`src/rtl/reg_bank_rw.sv`:
```
// General-purpose register bank: one write port, two registered read ports with
// same-edge write-to-read bypass. $0 is hardwired to zero; the stack pointer resets to SP_RESET.
module reg_bank_rw #(
  parameter int DATA_W   = 32,
  parameter int ADDR_W   = 5,
  parameter int SP_INDEX = 29,
  parameter int SP_RESET = 227
) (
  input  logic              clk,
  input  logic              reset_n,
  input  logic              reg_write,
  input  logic [ADDR_W-1:0] write_reg,
  input  logic [DATA_W-1:0] write_data,
  input  logic [ADDR_W-1:0] read_reg1,
  input  logic [ADDR_W-1:0] read_reg2,
  output logic [DATA_W-1:0] read_data1,
  output logic [DATA_W-1:0] read_data2,
  output logic              wr_busy
);

  localparam int NUM_REGS = 2 ** ADDR_W;

  logic [DATA_W-1:0] regs_q [NUM_REGS];
  logic              wr_accept;
  logic              wr_busy_q;
  logic [ADDR_W-1:0] rd_addr   [2];
  logic [DATA_W-1:0] rd_data_d [2];
  logic [DATA_W-1:0] rd_data_q [2];

  // Writes to $0 are dropped here, so $0 never leaves its reset value of zero.
  assign wr_accept = reg_write && (write_reg != '0);

  always_ff @(posedge clk or negedge reset_n) begin
    if (!reset_n) begin
      for (int i = 0; i < NUM_REGS; i++) begin
        regs_q[i] <= (i == SP_INDEX) ? DATA_W'(SP_RESET) : '0;
      end
    end else if (wr_accept) begin
      regs_q[write_reg] <= write_data;
    end
  end

  always_ff @(posedge clk or negedge reset_n) begin
    if (!reset_n) begin
      wr_busy_q <= 1'b0;
    end else begin
      wr_busy_q <= wr_accept;
    end
  end

  assign rd_addr[0] = read_reg1;
  assign rd_addr[1] = read_reg2;

  genvar gi;
  generate
    for (gi = 0; gi < 2; gi++) begin : g_rd_port
      // Bypass the write landing on this same edge so a write-back-cycle read sees the new value.
      always_comb begin
        rd_data_d[gi] = regs_q[rd_addr[gi]];
        if (wr_accept && (write_reg == rd_addr[gi])) begin
          rd_data_d[gi] = write_data;
        end
      end

      always_ff @(posedge clk or negedge reset_n) begin
        if (!reset_n) begin
          rd_data_q[gi] <= '0;
        end else begin
          rd_data_q[gi] <= rd_data_d[gi];
        end
      end
    end
  endgenerate

  assign read_data1 = rd_data_q[0];
  assign read_data2 = rd_data_q[1];
  assign wr_busy    = wr_busy_q;

endmodule

```
`config.mk`:
```
export PLATFORM = sky130hd
export DESIGN_NAME = reg_bank_rw
export DESIGN_NICKNAME = d
export VERILOG_FILES = /design/src/rtl/reg_bank_rw.sv
export SDC_FILE = /design/constraint.sdc
export NUM_CORES = 2
export LEC_CHECK = 0
export CAP_MARGIN = 20
export CELL_PAD_IN_SITES_DETAIL_PLACEMENT = 1
export CELL_PAD_IN_SITES_GLOBAL_PLACEMENT = 2
export CORE_ASPECT_RATIO = 0.75
export CORE_MARGIN = 4
export CORE_UTILIZATION = 47
export CTS_CLUSTER_SIZE = 24
export DETAILED_ROUTE_END_ITERATION = 8
export MAX_ROUTING_LAYER = met4
export PLACE_DENSITY_LB_ADDON = 0.1
export SETUP_SLACK_MARGIN = 0.15
export SYNTH_ARGS = -nofsm -noshare
export SYNTH_HDL_FRONTEND = slang
export SYNTH_SLANG_ARGS = --single-unit
```
`constraint.sdc`:
```
create_clock -name clk -period 2.15 [get_ports clk]
set_clock_uncertainty 0.2 [all_clocks]
set_input_delay 0.215 -clock clk [delete_from_list [all_inputs] [get_ports clk]]
set_output_delay 0.215 -clock clk [all_outputs]
set_load 0.05 [all_outputs]
```
==> flow_summary.ini <==
[cells_and_area]
num-fill-cells = 10400
most-common-layout-cells = dfrtp_1 (1083), mux2_2 (553), mux4_2 (511)
final_common_cell = dfrtp_1
syn2layout_area_growth_pct = 20.0
fin_util = 0.571
layout.cells.non_filler = 5421
layout.nets = 3835
drive_above_1_share = 0.478

[sta]
finalSetupTns_ns = 0
drv_slew = 0
relSlewSlack = 0.351
final_hold_viol_count = 0
rsz0062_at_grt = yes
period_share = 0.965
worstMarginPinSlew_ns = 0.970
fmax_mhz = 482
setup_viol = 0
layout_setup_ws_ns = 0.0749
period_minus_slack_ns = 2.08
worst_hold_slack_ns = 0.174

[critical_path]
r2r_cells = 5
slowest_delay_ns = 0.52
startpoint = write_reg[4]
startpoint_type = input port
arrival_ns = 2.49
cp-endpoint = read_data2[30]
worstPathRequired_ns = 2.56
worstSetupPathType = in2reg
worst_path_most_repeated_cell = buf_4
end_kind = flop
rr_startpoint = regs_q[399]
reg2reg_slack_ns = 0.18
slowest_stage = clkdlybuf4s50_1
crit_family = buffers and inverters
r2r-end = read_data2[15]
crit_chain = clkdlybuf4s50_1 -> buf_4 -> or3_1 -> o31ai_2 -> buf_4 -> nor4_4 -> buf_6 -> buf_8 -> mux2_2
path_depth = 9
worstPathMaxFanout = 8
worst-path-buf-inv = 5

[clock_tree]
clockBufferDepth = 3
cts-buffers-inserted = 114
cts.sinks = 1089
clk_latency_ns = 0.74
cts_max_level = 3
root_buffer = clkbuf_16
clk_pin_slew_worst_paths_ns = 0.06
cts_tree = done

[routing]
post_drt_wl_per_cell_um = 36.2
drt_iter0_markers = 3541
drt_first_pass_iters = 6
drc_errors = 0
wl_um = 196000
dr_total_vias = 36600
viasPerCell = 6.75
drtAntennaViolNets = 0

[placed_design]
place.gp.congestion = 0.859
dp_hpwl_um = 132000
portBuffers = 114
place_ws_ns = -0.685
place_inst = 5200

[yosys]
ys.warnings.count = 0
ys.flop_type = dfrtp_1
netlist_top_cells_area = dfrtp_1 (49%), mux4_2 (21%), mux2_2 (11%)
synthDominantCellAreaShare = 0.490
syn_area_um2 = 55400
ys_seq_area_frac = 0.492
synth_top_area_cell = dfrtp_1
avgSynthCellArea_um2 = 15.8
syn-num-nets = 3550
ys_ff_latch = 1089
synth_edf_count = 0
synth_cells = 3500
ys_types = 39
synthArstFlopShare = 1.00

[floorplan]
std_cell_rows = 108
ios = 115
dieArea_um2 = 123000
core_um2 = 116000
initial_core_util = 0.476
die_y_um = 305
dieWidth_um = 404

[worst_hold_path]
hp-class = in2async

[global_routing]
grt.overflow.total = 0
antenna_found_initial = 4
grt_usage = 0.328
grt_first_pass_wirelength_um = 287000
grt_pass1_vias = 39700
grt_max_degree = 102

[power_and_ir_drop]
p_per_area_nw_per_um2 = 919
peakVddDrop_uv = 689
p_leak_nw = 28.9

[job]
maxCapViolations = 0

[run_status]
status = finished, final reports clean
synth_stat cells (all sizes together) (3+ instances only):
cell / n
buf: 215
clkbuf: 198
dfrtp: 1084
dfstp: 5
mux2: 1047
mux4: 511
nand2: 30
nand3: 7
nand3b: 11
nor2: 20
nor3b: 5
nor4: 64
o21ai: 11
o22ai: 253
or3: 3
or3b: 7
xnor2: 6
xor2: 4
worst min-delay path, cell delays in order:
cell           delay [ns]
dlygate4sd3_1        0.56
buf_8                0.34
buf_4                0.33
through the flow:
step	area [um^2]	total power, mW
3_5_place_dp	62300	40.1
3_3_place_gp	62300	39.0
2_1_floorplan	55400	35.1
5_1_grt	66400	63.4
4_1_cts	66300	61.2
6_report	66400	61.0
power by group:
part	total (mW)	switching, mW	leakage [nW]	internal, mW
Combinational	12.4	5.34	13.1	7.05
Clock	21.2	8.80	1.94	12.4
Sequential	27.5	3.10	13.9	24.4
Total	61.0	17.2	28.9	43.8
state kept, by name, indices dropped and copies added, names as in the netlist:
name and flops:
regs_q 1024, wr_busy 1, read_data2 32, read_data1 32
routing by layer:
metal,share of wire,vias to the layer above,track usage
li1,-,14300,-
met1,0.44,20400,0.472
met2,0.46,1556,0.482
met3,0.072,351,0.0613
met4,0.031,0,0.0938
met5,0,-,-
worst min-delay path by stage:
stage               startpoint            end  slack (ns)  cells past startpoint
floorplan              reset_n  read_data1[0]       -0.28                      0
global placement       reset_n    regs_q[860]       -0.01                      1
detailed placement     reset_n    regs_q[860]       -0.01                      1
CTS                    reset_n    regs_q[926]        0.13                      3
global route           reset_n    regs_q[926]        0.15                      3
finish                 reset_n    regs_q[957]        0.17                      3
what timing repair did:
item / CTS / global route
resized for setup: 225 / 13
pin swaps: 0 / 3
hold buffers: 2 / 0
hold endpoints to repair: 1084 / 0
endpoints found under the setup margin: 69 / 57
setup buffers: 0 / 5
cloned: 0 / 2
area by class of cell:
cell class | instances | area (um^2) | share of cell area
Tap cell | 1540 | 1930 | 0.0290
Timing Repair Buffer | 582 | 6960 | 0.105
Clock inverter | 52 | 674 | 0.0102
Inverter | 2 | 7.51 | 0.000113
Antenna cell | 1 | 2.50 | 0.0000377
Multi-Input combinational cell | 1996 | 26300 | 0.396
Sequential cell | 1089 | 27300 | 0.410
Clock buffer | 159 | 3290 | 0.0496
logic make-up after synthesis:
family,count (synthesis),synth area share
buffers and inverters,415,0.0377
xor gates and xnor gates,10,0.00158
AOI/OAI and AO/OA,269,0.0305
and+or+nand+nor,157,0.0165
muxes,1560,0.421
DFF,1089,0.492
No activity file was read; power rests on OpenSTA's default activity.
